## config.mk

```make
export PLATFORM = sky130hd
export DESIGN_NAME = systolic_mac_array
export DESIGN_NICKNAME = d
export VERILOG_FILES = /design/src/rtl/systolic_mac_array.sv
export SDC_FILE = /design/constraint.sdc
export NUM_CORES = 1
export LEC_CHECK = 0
export ABC_AREA = 1
export BUFFER_PORTS_ARGS = -buffer_cell sky130_fd_sc_hd__buf_4
export CORE_MARGIN = 2
export CORE_UTILIZATION = 59
export DETAILED_ROUTE_END_ITERATION = 10
export PLACE_DENSITY_LB_ADDON = 0.25
export SLEW_MARGIN = 20
export SYNTH_ARGS = -nofsm -noshare
export SYNTH_HDL_FRONTEND = slang
export SYNTH_SLANG_ARGS = --single-unit
```

## constraint.sdc

```tcl
create_clock -name clk -period 5.1 [get_ports clk]
set_input_delay 0.255 -clock clk [delete_from_list [all_inputs] [get_ports clk]]
set_output_delay 0.255 -clock clk [all_outputs]
set_load 0.01 [all_outputs]
```

## src/rtl/systolic_mac_array.sv

```systemverilog
// Output-stationary N x N systolic matrix-multiply engine: streams A columns / B rows,
// accumulates C = A*B in a PE grid, then drains C row-major over a valid/ready port.
module systolic_mac_array #(
  parameter int N      = 2,
  parameter int DW     = 8,
  parameter int ACC_W  = 18,
  parameter bit SIGNED = 1'b0
) (
  input  logic              clk,
  input  logic              rst_n,
  input  logic              in_valid,
  output logic              in_ready,
  input  logic [N*DW-1:0]   a_col,
  input  logic [N*DW-1:0]   b_row,
  input  logic              in_last,
  output logic              out_valid,
  input  logic              out_ready,
  output logic [ACC_W-1:0]  out_data,
  output logic              out_last,
  output logic              busy
);

  localparam int CW = $clog2(2*N);
  localparam int IW = $clog2(N*N);
  localparam logic [CW-1:0] DRAIN_LAST = CW'(2*N-2);
  localparam logic [IW-1:0] IDX_LAST   = IW'(N*N-1);

  typedef enum logic [1:0] {IDLE = 2'd0, FEED = 2'd1, DRAIN = 2'd2, READ = 2'd3} state_t;

  state_t           state_r, state_s;
  logic [CW-1:0]    cnt_r, cnt_s;
  logic [IW-1:0]    idx_r, idx_nx_s;
  logic             in_ready_r, busy_r, out_valid_r, out_last_r;
  logic [ACC_W-1:0] out_data_r;
  logic             accept_s, hs_s, clear_s;

  logic [DW-1:0]    a_skew_s [N];
  logic             av_skew_s [N];
  logic [DW-1:0]    b_skew_s [N];
  logic             bv_skew_s [N];
  logic [DW-1:0]    a_hop_s  [N][N-1];
  logic             av_hop_s [N][N-1];
  logic [DW-1:0]    b_hop_s  [N-1][N];
  logic             bv_hop_s [N-1][N];
  logic [ACC_W-1:0] acc_s    [N*N];

  // DW x DW product, widened to the accumulator with the operand signedness.
  function automatic logic [ACC_W-1:0] mul_ext(input logic [DW-1:0] a, input logic [DW-1:0] b);
    logic [2*DW-1:0] ax;
    logic [2*DW-1:0] bx;
    logic [2*DW-1:0] p;
    if (SIGNED) begin
      ax = {{DW{a[DW-1]}}, a};
      bx = {{DW{b[DW-1]}}, b};
    end else begin
      ax = {{DW{1'b0}}, a};
      bx = {{DW{1'b0}}, b};
    end
    p = ax * bx;
    if (SIGNED) mul_ext = ACC_W'($signed(p));
    else        mul_ext = ACC_W'(p);
  endfunction

  assign accept_s = in_valid && in_ready_r;
  assign hs_s     = (state_r == READ) && out_valid_r && out_ready;
  assign clear_s  = hs_s && out_last_r;
  assign idx_nx_s = idx_r + IW'(1'b1);

  assign in_ready  = in_ready_r;
  assign busy      = busy_r;
  assign out_valid = out_valid_r;
  assign out_last  = out_last_r;
  assign out_data  = out_data_r;

  for (genvar i = 0; i < N; i++) begin : g_skew
    logic [DW-1:0] a_sk_r  [0:i];
    logic          av_sk_r [0:i];
    logic [DW-1:0] b_sk_r  [0:i];
    logic          bv_sk_r [0:i];

    // Lane i passes through i+1 registers so the wavefront reaches PE(i,0)/PE(0,i) skewed.
    always_ff @(posedge clk or negedge rst_n) begin
      if (!rst_n) begin
        for (int s = 0; s <= i; s++) begin
          a_sk_r[s] <= '0; av_sk_r[s] <= 1'b0; b_sk_r[s] <= '0; bv_sk_r[s] <= 1'b0;
        end
      end else if (clear_s) begin
        for (int s = 0; s <= i; s++) begin
          a_sk_r[s] <= '0; av_sk_r[s] <= 1'b0; b_sk_r[s] <= '0; bv_sk_r[s] <= 1'b0;
        end
      end else begin
        a_sk_r[0]  <= accept_s ? a_col[i*DW +: DW] : '0;
        av_sk_r[0] <= accept_s;
        b_sk_r[0]  <= accept_s ? b_row[i*DW +: DW] : '0;
        bv_sk_r[0] <= accept_s;
        for (int s = 1; s <= i; s++) begin
          a_sk_r[s] <= a_sk_r[s-1]; av_sk_r[s] <= av_sk_r[s-1];
          b_sk_r[s] <= b_sk_r[s-1]; bv_sk_r[s] <= bv_sk_r[s-1];
        end
      end
    end

    assign a_skew_s[i]  = a_sk_r[i];
    assign av_skew_s[i] = av_sk_r[i];
    assign b_skew_s[i]  = b_sk_r[i];
    assign bv_skew_s[i] = bv_sk_r[i];
  end

  for (genvar i = 0; i < N; i++) begin : g_row
    for (genvar j = 0; j < N; j++) begin : g_pe
      logic [ACC_W-1:0] acc_r;
      logic [DW-1:0]    a_s, b_s;
      logic             av_s, bv_s;

      if (j == 0) begin : g_a_edge
        assign a_s = a_skew_s[i];  assign av_s = av_skew_s[i];
      end else begin : g_a_hop
        assign a_s = a_hop_s[i][j-1]; assign av_s = av_hop_s[i][j-1];
      end
      if (i == 0) begin : g_b_edge
        assign b_s = b_skew_s[j];  assign bv_s = bv_skew_s[j];
      end else begin : g_b_hop
        assign b_s = b_hop_s[i-1][j]; assign bv_s = bv_hop_s[i-1][j];
      end

      // Accumulate only on valid operand pairs; bubbles leave the sum untouched.
      always_ff @(posedge clk or negedge rst_n) begin
        if (!rst_n)                 acc_r <= '0;
        else if (clear_s)           acc_r <= '0;
        else if (av_s && bv_s)      acc_r <= acc_r + mul_ext(a_s, b_s);
        else                        acc_r <= acc_r;
      end
      assign acc_s[i*N+j] = acc_r;

      if (j < N-1) begin : g_pass_a
        logic [DW-1:0] a_r;
        logic          av_r;
        // One-hop register carrying a (and its valid) to the right neighbour.
        always_ff @(posedge clk or negedge rst_n) begin
          if (!rst_n)       begin a_r <= '0;  av_r <= 1'b0; end
          else if (clear_s) begin a_r <= '0;  av_r <= 1'b0; end
          else              begin a_r <= a_s; av_r <= av_s; end
        end
        assign a_hop_s[i][j]  = a_r;
        assign av_hop_s[i][j] = av_r;
      end
      if (i < N-1) begin : g_pass_b
        logic [DW-1:0] b_r;
        logic          bv_r;
        // One-hop register carrying b (and its valid) to the neighbour below.
        always_ff @(posedge clk or negedge rst_n) begin
          if (!rst_n)       begin b_r <= '0;  bv_r <= 1'b0; end
          else if (clear_s) begin b_r <= '0;  bv_r <= 1'b0; end
          else              begin b_r <= b_s; bv_r <= bv_s; end
        end
        assign b_hop_s[i][j]  = b_r;
        assign bv_hop_s[i][j] = bv_r;
      end
    end
  end

  // Next-state logic; DRAIN waits for the last wavefront to reach PE(N-1,N-1).
  always_comb begin
    state_s = state_r;
    cnt_s   = '0;
    case (state_r)
      IDLE: begin
        if (accept_s) state_s = in_last ? DRAIN : FEED;
        else          state_s = IDLE;
      end
      FEED: begin
        if (accept_s && in_last) state_s = DRAIN;
        else                     state_s = FEED;
      end
      DRAIN: begin
        if (cnt_r == DRAIN_LAST) state_s = READ;
        else                     cnt_s   = cnt_r + CW'(1'b1);
      end
      READ: begin
        if (clear_s) state_s = IDLE;
        else         state_s = READ;
      end
      default: state_s = IDLE;
    endcase
  end

  // State, handshake flags and the row-major result register.
  always_ff @(posedge clk or negedge rst_n) begin
    if (!rst_n) begin
      state_r     <= IDLE;
      cnt_r       <= '0;
      idx_r       <= '0;
      in_ready_r  <= 1'b1;
      busy_r      <= 1'b0;
      out_valid_r <= 1'b0;
      out_last_r  <= 1'b0;
      out_data_r  <= '0;
    end else begin
      state_r    <= state_s;
      cnt_r      <= cnt_s;
      in_ready_r <= (state_s == IDLE) || (state_s == FEED);
      busy_r     <= (state_s != IDLE);
      if ((state_r == DRAIN) && (state_s == READ)) begin
        out_valid_r <= 1'b1;
        out_data_r  <= acc_s[0];
        idx_r       <= '0;
        out_last_r  <= 1'b0;
      end else if (hs_s && out_last_r) begin
        out_valid_r <= 1'b0;
        out_data_r  <= '0;
        idx_r       <= '0;
        out_last_r  <= 1'b0;
      end else if (hs_s) begin
        idx_r      <= idx_nx_s;
        out_data_r <= acc_s[idx_nx_s];
        out_last_r <= (idx_nx_s == IDX_LAST);
      end
    end
  end

endmodule

```

==> metrics.txt <==
run status complete, but fails checks; failing checks setup timing; die width 191 µm; Sink Count around 180; nets between 3000 and 4000; synthesized area about 20000 µm²; residual DRC count 0; number of buffers added on ports 58; global-route wire length before repair between 90000 and 100000 µm; R2R Setup Slk -460 ps; Rel. slew slack a little over a quarter; Final Max Slew Viols 0; CP Class reg2reg; largest net degree at the start of global routing slightly below 90; syn_area_per_cell approximately 7.3 µm²; PD cells 109 nW/µm²; Post-Synthesis Cells 2823; RSZ-0062 raised after global routing yes; total track usage roughly 34%; Post-DP HPWL 43100 µm; DR pass1 iterations 6; crit path DAT just under 6000 ps; RePlAce Congestion slightly below 1; syn nets 3293; Hold Path Class in2reg; die area around 36000 µm²; CP Cell Sequence nand2_2 -> inv_2 -> fa_1 -> fa_1 -> ha_4 -> ha_4 -> fa_1 -> inv_1 -> fa_1 -> inv_2 -> ha_4 -> nand2_4 -> nor3_4 -> a21oi_4 -> o21ai_2 -> xor2_1 -> ha_2 -> a21oi_2 -> o21ai_2 -> nor2_1 -> nand3b_1 -> nand3_1 -> nand2_1; synth warn 0; final clock skew ~11 ps; Final Hold Vio Count 0; Layout area overhead 33.6%; total CTS buffers 17; Synth area leaders dfrtp_1, ha_1, fa_1; synthesized flop and latch total approximately 180; top cell type's share of synthesized area between 20% and 30%; antenna violations before repair 1; CP delay by family, top adder cells; Data required, critical path around 5500 ps; # rows a little under 70; vias per inst between 5 and 6; core area ~34000 µm²; Worst setup EP type register; TritonCTS clock tree yes; register area share after synthesis between 20% and 30%; Top-Level Pins 59; number of synthesized flops with an enable pin 0; Vias roughly 20000; Fmax roughly 180 MHz; worst-skew pair later-pin latency 470 ps; ant diodes 0; gr ovfl total 0; crit path launch type register; Final Hold Slack 11.9 ps; CP dominant cell by count fa_1; Worst Tran Pin Value about 1100 ps; Final ANT Viol Nets 0; Fillers roughly 2100; Synth top cells by count nand2_1, inv_1, ha_1; DR iter-0 viols ~1400; final core occ 79.8%; Slowest-stage cell, CP fa_1; Final Setup Violations 40; Clock transition at path regs about 80 ps; Clock Tree Root clkbuf_16; vias in the first global route 20000; Power Total 3.01 mW; maxcap violations 0; Crit path largest cell delay between 500 and 600 ps; final worst-path setup slack -462 ps; clk buf depth 2; Post-DP Area around 23000 µm²; H-tree depth 4; Distinct cells, synth 40; Die Y-Extent roughly 190 µm; final worst path period share 109%; drt total wl approximately 65000 µm; Initial Utilization approximately three fifths; final instance area about 27000 µm²; async set-reset flop share out of synthesis 100%; crit path max fanout 7; cell with the most instances after synthesis nand2_1; share of cells above drive strength 1 approximately a third; Leakage between 15 and 20 nW; Crit path buffers/inverters 3; post-route minimum period 5560 ps; WL/cell between 15 and 20 µm; Worst VDD drop 0.000246 V; Yosys top cell by area dfrtp_1; top_reg_cell synth dfrtp_1
worst reg2reg max path, stage by stage (launching register included):
cell and delay (ps):
dfrtp_2 500, nand2_2 110, inv_2 50, fa_1 560, fa_1 460, ha_4 300
ha_4 190, fa_1 500, inv_1 70, fa_1 510, inv_2 60, ha_4 310
nand2_4 80, nor3_4 240, a21oi_4 110, o21ai_2 140, xor2_1 220, ha_2 350
a21oi_2 200, o21ai_2 80, nor2_1 150, nand3b_1 120, nand3_1 100, nand2_1 60
per-layer routing:
layer / GRT usage (%) / vias up / routed length (µm)
li1: - / 9158 / -
met1: 39.5 / 9684 / 24200
met2: 60.4 / 851 / 33500
met3: 4.62 / 298 / 3840
met4: 15.3 / 0 / 3550
met5: 0 / - / 0
layout by cell type, fill, tap and decap left out, types with 7 or more instances in the layout:
cell / Yosys / final
nand2_4: 1 / 38
nor2_1: 211 / 153
xor2_1: 32 / 22
o221ai_1: 7 / 7
nand2_1: 727 / 612
ha_4: 0 / 95
fa_1: 144 / 137
dfrtp_1: 182 / 146
nand2_2: 0 / 75
buf_4: 5 / 299
a21oi_1: 144 / 58
buf_6: 3 / 50
nand3_1: 93 / 61
inv_2: 5 / 71
nand3_2: 0 / 29
xor2_2: 0 / 9
a21o_1: 8 / 8
a21oi_2: 0 / 57
xnor2_2: 0 / 7
o21ai_4: 0 / 7
o22ai_1: 9 / 9
o21ai_0: 119 / 59
clkbuf_16: 0 / 17
a21oi_4: 0 / 29
nand3b_1: 14 / 14
nor2_4: 1 / 36
o21ai_1: 13 / 37
or2_2: 8 / 7
nor2_2: 5 / 28
ha_2: 0 / 9
ha_1: 289 / 185
o21ai_2: 0 / 29
xnor2_1: 31 / 23
dfrtp_2: 0 / 36
fa_2: 0 / 7
inv_1: 622 / 556
nand4_1: 15 / 15
kinds of logic (layout without fill, tap and decap cells):
family,Yosys count,count (layout),share of synthesized area [%]
xor gates and xnor gates,63,63,2.68
buffers and inverters,726,1012,13.6
AOI/OAI and AO/OA,317,317,8.24
and+or+nand+nor,1101,1101,21.6
adders and majority gates,433,433,31.6
DFF,183,183,22.3
path summary, 6_finish.rpt:
path / cells after the start / from / to
worst max-delay path: 23 / g_row[1].g_pe[0].a_s[5]$_DFF_PN0_ / g_row[1].g_pe[0].acc_r[15]$_DFFE_PN0P_
worst min-delay path: 3 / a_col[11] / g_skew[1].a_sk_r[11]$_DFF_PN0_
worst max register to register: 23 / g_row[1].g_pe[0].a_s[5]$_DFF_PN0_ / g_row[1].g_pe[0].acc_r[15]$_DFFE_PN0P_
worst min register to register: 1 / cnt_r[0]$_DFF_PN0_ / cnt_r[0]$_DFF_PN0_
max in group asynchronous: 3 / rst_n / g_row[1].g_pe[0].a_s[2]$_DFF_PN0_
min in group asynchronous: 2 / rst_n / g_row[0].g_pe[0].acc_r[17]$_DFFE_PN0P_
power by group:
part / internal (mW) / leakage (nW) / switching [mW]
sequential: 1.45 / 2.30 / 0
clock: 0.839 / 0.308 / 0.664
combinational: 0.0189 / 13.2 / 0.0333
flip-flops by register name, indices dropped and copies added, names as in the netlist:
| register | cells |
|---|---|
| g_row.g_pe.acc_r | 72 |
| out_data | 18 |
| g_row.g_pe.a_s | 16 |
| g_row.g_pe.b_s | 16 |
| g_row.g_pe.g_pass_a.a_r | 16 |
| g_row.g_pe.g_pass_b.b_r | 16 |
| g_skew.a_sk_r | 8 |
| g_skew.b_sk_r | 8 |
| cnt_r | 2 |
| g_row.g_pe.g_pass_b.bv_r | 2 |
| idx_r | 2 |
| state_r | 2 |
| busy | 1 |
| g_row.g_pe.bv_s | 1 |
| in_ready | 1 |
| out_last | 1 |
| out_valid | 1 |
stage by stage:
step | TNS, ps | setup WS, ps | instances
floorplan | -80.4 | -42.3 | 2823
global placement | -12260 | -496 | 3457
detailed placement | -14720 | -557 | 3457
CTS | -5640 | -299 | 3543
global route | -17420 | -616 | 3564
finish | -9840 | -462 | 3564
repair_timing:
item                                    CTS  global route
pin swaps                               265           219
endpoints found under the setup margin   41            43
setup buffers                            55            24
hold buffers                              1             0
endpoints found under the hold margin    84             0
gates resized for setup                 458           331
layout make-up:
type / count / area (µm²) / share of cell area, %
Multi-Input combinational cell: 1914 / 16500 / 59.9
Sequential cell: 183 / 4630 / 16.8
Timing Repair Buffer: 351 / 2830 / 10.3
Inverter: 630 / 2370 / 8.62
Tap cell: 455 / 569 / 2.07
Clock buffer: 18 / 439 / 1.60
Clock inverter: 13 / 194 / 0.706
No activity file was read; power rests on OpenSTA's default activity.
